## config.mk

```make
export PLATFORM = sky130hd
export DESIGN_NAME = run_controller
export DESIGN_NICKNAME = d
export VERILOG_FILES = /design/src/rtl/run_controller_pkg.sv /design/src/rtl/run_controller_sat_counter.sv /design/src/rtl/run_controller.sv
export SDC_FILE = /design/constraint.sdc
export NUM_CORES = 1
export LEC_CHECK = 0
export CORE_MARGIN = 1.5
export CORE_UTILIZATION = 46
export DETAILED_ROUTE_END_ITERATION = 10
export PLACE_DENSITY_LB_ADDON = 0.05
export SKIP_LAST_GASP = 1
export SLEW_MARGIN = 20
export SYNTH_ARGS = -nofsm -noshare
export SYNTH_HDL_FRONTEND = slang
export SYNTH_SLANG_ARGS = --single-unit
```

## constraint.sdc

```tcl
create_clock -name Clk -period 2.13 [get_ports Clk]
set_input_delay 0.426 -clock Clk [delete_from_list [all_inputs] [get_ports Clk]]
set_output_delay 0.426 -clock Clk [all_outputs]
set_load 0.01 [all_outputs]
```

## src/rtl/run_controller_pkg.sv

```systemverilog
// Shared types and defaults for the run controller: state encoding,
// default parameter values and the per-core release-point helper.
package run_controller_pkg;

  typedef enum logic [1:0] {
    ST_IDLE  = 2'd0,
    ST_RESET = 2'd1,
    ST_RUN   = 2'd2,
    ST_DONE  = 2'd3
  } run_state_e;

  localparam int DEF_NUM_CORES      = 1;
  localparam int DEF_RST_CYCLES     = 2;
  localparam int DEF_STAGGER        = 0;
  localparam int DEF_TIMEOUT_CYCLES = 400;
  localparam int DEF_CNT_W          = 32;

  // Hold-counter value at which a core's reset is released.
  function automatic int release_point(int rst_cycles, int stagger, int core);
    return rst_cycles + ((stagger != 0) ? core : 0);
  endfunction

endpackage

```

## src/rtl/run_controller_sat_counter.sv

```systemverilog
// Saturating up-counter with synchronous reset, synchronous clear and enable.
// Clear has priority over enable; the count sticks at all ones.
module sat_counter #(
  parameter int W = 8
) (
  input  logic         clk,
  input  logic         rst,
  input  logic         clr,
  input  logic         en,
  output logic [W-1:0] count
);

  logic [W-1:0] count_q, count_d;

  // Next count: clear, else increment unless already saturated.
  always_comb begin
    // NOTE: every always_comb output gets a default first so no path leaves it unassigned (no latch).
    count_d = count_q;
    if (clr) begin
      count_d = '0;
    end else if (en && (count_q != '1)) begin
      count_d = count_q + W'(1);
    end
  end

  // Count register.
  always_ff @(posedge clk) begin
    // NOTE: sequential state uses non-blocking assignments so all flops update from pre-edge values.
    if (rst) count_q <= '0;
    else     count_q <= count_d;
  end

  assign count = count_q;

endmodule

```

## src/rtl/run_controller.sv

```systemverilog
// Run control for the processor: sequences reset into NUM_CORES cores,
// counts RUN cycles and ends the run on abort, all-halt or cycle budget.
module run_controller
  import run_controller_pkg::*;
#(
  parameter int NUM_CORES      = DEF_NUM_CORES,
  parameter int RST_CYCLES     = DEF_RST_CYCLES,
  parameter int STAGGER        = DEF_STAGGER,
  parameter int TIMEOUT_CYCLES = DEF_TIMEOUT_CYCLES,
  parameter int CNT_W          = DEF_CNT_W
) (
  input  logic                 Clk,
  input  logic                 Rst,
  input  logic                 Start,
  input  logic                 Abort,
  input  logic [NUM_CORES-1:0] Halt,
  output logic [NUM_CORES-1:0] CoreRst,
  output logic                 Running,
  output logic                 Done,
  output logic                 TimedOut,
  output logic                 Aborted,
  output logic [NUM_CORES-1:0] HaltSeen,
  output logic [CNT_W-1:0]     CycleCount
);

  localparam int LAST_REL = release_point(RST_CYCLES, STAGGER, NUM_CORES - 1);
  // Wide enough to hold LAST_REL + 1 without wrapping.
  localparam int HOLD_W = $clog2(LAST_REL + 2);
  localparam bit HAS_TIMEOUT = (TIMEOUT_CYCLES != 0);
  localparam logic [CNT_W-1:0] TIMEOUT_LAST = CNT_W'(TIMEOUT_CYCLES - 1);

  run_state_e           state_q, state_d;
  logic [NUM_CORES-1:0] core_rst_q, core_rst_d;
  logic [NUM_CORES-1:0] halt_seen_q, halt_seen_d;
  logic                 timed_out_q, timed_out_d;
  logic                 aborted_q, aborted_d;

  logic                 run_clr, hold_en, cyc_en;
  logic [HOLD_W-1:0]    hold_cnt, hold_nxt;
  logic [CNT_W-1:0]     cycle_cnt;

  sat_counter #(.W(HOLD_W)) u_hold_cnt (
    .clk   (Clk),
    .rst   (Rst),
    .clr   (run_clr),
    .en    (hold_en),
    .count (hold_cnt)
  );

  sat_counter #(.W(CNT_W)) u_cycle_cnt (
    .clk   (Clk),
    .rst   (Rst),
    .clr   (run_clr),
    .en    (cyc_en),
    .count (cycle_cnt)
  );

  // Value the hold counter takes on this edge while in RESET; releases are
  // decided against it so CoreRst falls on the edge the count is reached.
  assign hold_nxt = hold_cnt + HOLD_W'(1);

  // Next-state, per-core release and sticky-flag logic.
  always_comb begin
    state_d     = state_q;
    core_rst_d  = core_rst_q;
    halt_seen_d = halt_seen_q;
    timed_out_d = timed_out_q;
    aborted_d   = aborted_q;
    run_clr     = 1'b0;
    hold_en     = 1'b0;
    cyc_en      = 1'b0;

    case (state_q)
      ST_IDLE, ST_DONE: begin
        core_rst_d = '1;
        // Start beats a simultaneous Abort here; Abort alone is ignored.
        if (Start) begin
          state_d     = ST_RESET;
          run_clr     = 1'b1;
          halt_seen_d = '0;
          timed_out_d = 1'b0;
          aborted_d   = 1'b0;
        end
      end

      ST_RESET: begin
        if (Abort) begin
          state_d    = ST_DONE;
          aborted_d  = 1'b1;
          core_rst_d = '1;
        end else begin
          hold_en = 1'b1;
          for (int i = 0; i < NUM_CORES; i++) begin
            core_rst_d[i] = (hold_nxt < HOLD_W'(release_point(RST_CYCLES, STAGGER, i)));
          end
          if (hold_nxt == HOLD_W'(LAST_REL)) state_d = ST_RUN;
        end
      end

      ST_RUN: begin
        halt_seen_d = halt_seen_q | (Halt & ~core_rst_q);
        // Abort ends the run on this edge without counting the cycle.
        if (Abort) begin
          state_d    = ST_DONE;
          aborted_d  = 1'b1;
          core_rst_d = '1;
        end else begin
          cyc_en = 1'b1;
          if (&halt_seen_d) begin
            state_d    = ST_DONE;
            core_rst_d = '1;
          end else if (HAS_TIMEOUT && (cycle_cnt == TIMEOUT_LAST)) begin
            state_d     = ST_DONE;
            timed_out_d = 1'b1;
            core_rst_d  = '1;
          end
        end
      end

      default: state_d = ST_IDLE;
    endcase
  end

  // State and flag registers with synchronous reset.
  always_ff @(posedge Clk) begin
    if (Rst) begin
      state_q     <= ST_IDLE;
      core_rst_q  <= '1;
      halt_seen_q <= '0;
      timed_out_q <= 1'b0;
      aborted_q   <= 1'b0;
    end else begin
      state_q     <= state_d;
      core_rst_q  <= core_rst_d;
      halt_seen_q <= halt_seen_d;
      timed_out_q <= timed_out_d;
      aborted_q   <= aborted_d;
    end
  end

  assign CoreRst    = core_rst_q;
  assign Running    = (state_q == ST_RUN);
  assign Done       = (state_q == ST_DONE);
  assign TimedOut   = timed_out_q;
  assign Aborted    = aborted_q;
  assign HaltSeen   = halt_seen_q;
  assign CycleCount = cycle_cnt;

endmodule

```

==> flow_summary_export.csv <==
group,metric,value,unit
run_status,status,"complete, no violations",
setup_path,path_buf_inv,3,
drt,first_pass_iters,5,
drt,drc,0,
power,swShare,30.2,%
clock_network,htreeDepth,2,
floorplan,design.core.area,4470,um2
synthesis,syn-num-nets,274,
clock_network,cts_root_buf,"clkbuf_8",
floorplan,fp.dieH,71.9,um
sta,final.setup_skew,0.00843,ns
synthesis,ys.flop_type,"dfxtp_1",
global_route,grt_pass1_vias,1986,
power,intPower,1.34,mW
power,leakage,1.01,nW
clock_network,cts.reportedPaths.clkPinSlew,0.08,ns
drt,vias,2371,
synthesis,netlist_area,2180,um2
sta,tightest_slew,0.432,ns
setup_path,cp_slowest_cell,"a311o_2",
drt,vias_per_cell,6.05,
global_route,antenna_found_initial,0,
floorplan,row_count,24,
cells_and_area,final_cell_area,3030,um2
power,p_seq_share,42.2,%
synthesis,yosysUniqueCellTypes,47,
setup_path,path_max_fanout,6,
sta,period_share,98.9,%
clock_network,ctsHoldBuffers,0,
synthesis,ys_ff_latch,40,
clock_network,ctsLongestPathBuffers,2,
placed_design,post_dp_cell_area,2900,um2
setup_path,crit_top_cell,"buf_4",
power,ir_drop,0.501,mV
cells_and_area,final_cell_mix,"clkdlybuf4s50_1 (41), dfxtp_1 (39), buf_4 (38)",
synthesis,synth_edf_count,0,
clock_network,clock-sinks,40,
placed_design,hpwl,4390,um
global_route,grt_pass1_wl,9760,um
setup_path,worst_path_dominant_cell_family,"compound AO/OA/AOI/OAI gates",
sta,timing.final.hold_violations,0,
clock_network,clkLatencyLatePin,0.30,ns
setup_path,end_kind,"flip-flop",
placed_design,gp_congestion,0.875,
sta,period_needed,2.11,ns
global_route,track_usage,24.0,%
drt,drt_wl_total,6110,um
cells_and_area,area_growth,38.7,%
floorplan,initial_core_util,48.8,%
cells_and_area,fillers,376,
synthesis,yosys_warnings,0,
synthesis,yosysSeqAreaShare,36.7,%
clock_network,cts_tree,"done",
hold_path,hold_path_class,"flip-flop to flip-flop",
power,powerDensity,634,nW/um2
cells_and_area,layout_commonest_cell,"clkdlybuf4s50_1",
clock_network,post-cts-setup-buffers,0,
setup_path,worstPathCellList,"inv_2 -> ha_2 -> nor2b_2 -> buf_4 -> nand3_1 -> a311o_2 -> buf_4 -> or3_1 -> a21oi_1",
placed_design,portBuffers,42,
power,power_frac_comb,24.9,%
cells_and_area,nets,350,
sta,slew_viol_final,0,
power,p_clk_share,32.9,%
cells_and_area,drive_gt1_share,17.9,%
drt,drt_iter0_markers,239,
sta,maxSlewHeadroom,71.0,%
setup_path,cpPeakStageDelay,0.44,ns
drt,routedWlPerCell,15.6,um
setup_path,required,2.36,ns
power,p_sw,579,uW
synthesis,syn_area_per_cell,8.30,um2
setup_path,critical_path_arrival,2.34,ns
synthesis,synthCells,263,
run,drv_cap,0,
sta,whs,0.483,ns
floorplan,die_x,71.9,um
setup_path,start_kind,"flip-flop",
clock_network,cts_made_buffers,5,
floorplan,die_area,5170,um2
drt,ant_nets,0,
setup_path,critPathKind,"flip-flop to flip-flop",
sta,setup_viol,0,
global_route,grt.overflow.total,0,
cells_and_area,n_antenna_cell,0,
global_route,grt_max_degree,17,
synthesis,async_flop_share,0,%
sta,fmax,475,MHz
floorplan,ioPinCount,43,
-- layer usage --
layer	global-route usage, %	wire length, um
met1	35.0	2910
met2	36.1	2710
met3	5.28	422
met4	6.08	63
met5	0	0
-- cell families after synthesis --
family | share of synthesized area [%]
compound gates | 19.2
xor+xnor | 3.21
fa+ha+maj | 3.44
buf+inv | 3.95
flops | 36.7
mux | 0.458
simple gates | 33.1
-- state kept, by name, summed over array words and instances (netlist names) --
name and count:
Aborted 1, CoreRst 1, HaltSeen 1, TimedOut 1, state_q 2, u_cycle_cnt.count 32
u_hold_cnt.count 2
-- Yosys cell counts (all sizes together), types with 2 or more instances --
master | number | area [um2]
a211oi | 5 | 37.5
a21oi | 21 | 105
and2 | 2 | 13.8
and3 | 2 | 17.5
and4 | 7 | 66.3
buf | 6 | 41.3
clkbuf | 6 | 22.5
dfxtp | 40 | 801
ha | 6 | 75.1
inv | 6 | 22.5
nand2 | 18 | 67.6
nand2b | 4 | 25.0
nand3 | 15 | 75.1
nand4 | 12 | 75.1
nor2 | 17 | 63.8
nor2b | 2 | 12.5
nor3 | 8 | 40.0
nor4 | 11 | 68.8
nor4bb | 2 | 20.0
o211ai | 3 | 22.5
o21a | 3 | 22.5
o21ai | 13 | 65.1
o311ai | 2 | 17.5
o31a | 3 | 26.3
o31ai | 5 | 37.5
o41ai | 3 | 26.3
or2 | 2 | 12.5
or3 | 11 | 68.8
or4 | 8 | 60.1
xnor2 | 8 | 70.1
-- cell type report --
type	instances	area (um2)	share of cell area (%)
multi-input combinational	206	1320	43.6
sequential	40	802	26.5
timing repair buffer	80	708	23.4
clock buffer	5	68.8	2.27
tap	52	65.1	2.15
clock inverter	3	42.5	1.40
inverter	6	22.5	0.744
-- stage by stage --
| stage | utilization (%) | cells | power [mW] | setup WS, ns | TNS, ns |
|---|---|---|---|---|---|
| after floorplan | - | 263 | 1.12 | 0.0194 | 0 |
| after global placement | 64.7 | 383 | 1.29 | -0.223 | -1.82 |
| after detailed placement | 64.7 | 383 | 1.29 | -0.260 | -2.20 |
| after CTS | 67.2 | 391 | 1.92 | 0.0474 | 0 |
| after global routing | 67.7 | 392 | 2.03 | -0.0439 | -0.0893 |
| final | 67.7 | 392 | 1.92 | 0.0230 | 0 |
-- repair_timing --
item / 4_1_cts / 5_1_grt
setup endpoints to repair: 0 / 5
hold endpoints to repair: 0 / 0
resized for setup: 0 / 8
-- power by group through the flow --
stage,Combinational [mW],Sequential (mW),Clock [mW]
6_report,0.479,0.809,0.631
5_1_grt,0.535,0.813,0.679
4_1_cts,0.470,0.805,0.641
3_5_place_dp,0.469,0.822,0
3_3_place_gp,0.467,0.822,0
2_1_floorplan,0.296,0.822,0
-- final timing paths --
path               from                    end  slack (ns)  depth (start not counted)
max          state_q[0]  u_cycle_cnt.count[15]        0.02                          9
min             Aborted                Aborted        0.48                          2
max reg2reg  state_q[0]  u_cycle_cnt.count[15]        0.02                          9
min reg2reg     Aborted                Aborted        0.48                          2
-- worst reg2reg max path, stage by stage (launching register included) --
cell and delay, ns:
dfxtp_2 0.34, inv_2 0.06, ha_2 0.17, nor2b_2 0.16
buf_4 0.14, nand3_1 0.11, a311o_2 0.44, buf_4 0.18
or3_1 0.30, a21oi_1 0.15
(Power assumes the default switching activity.)
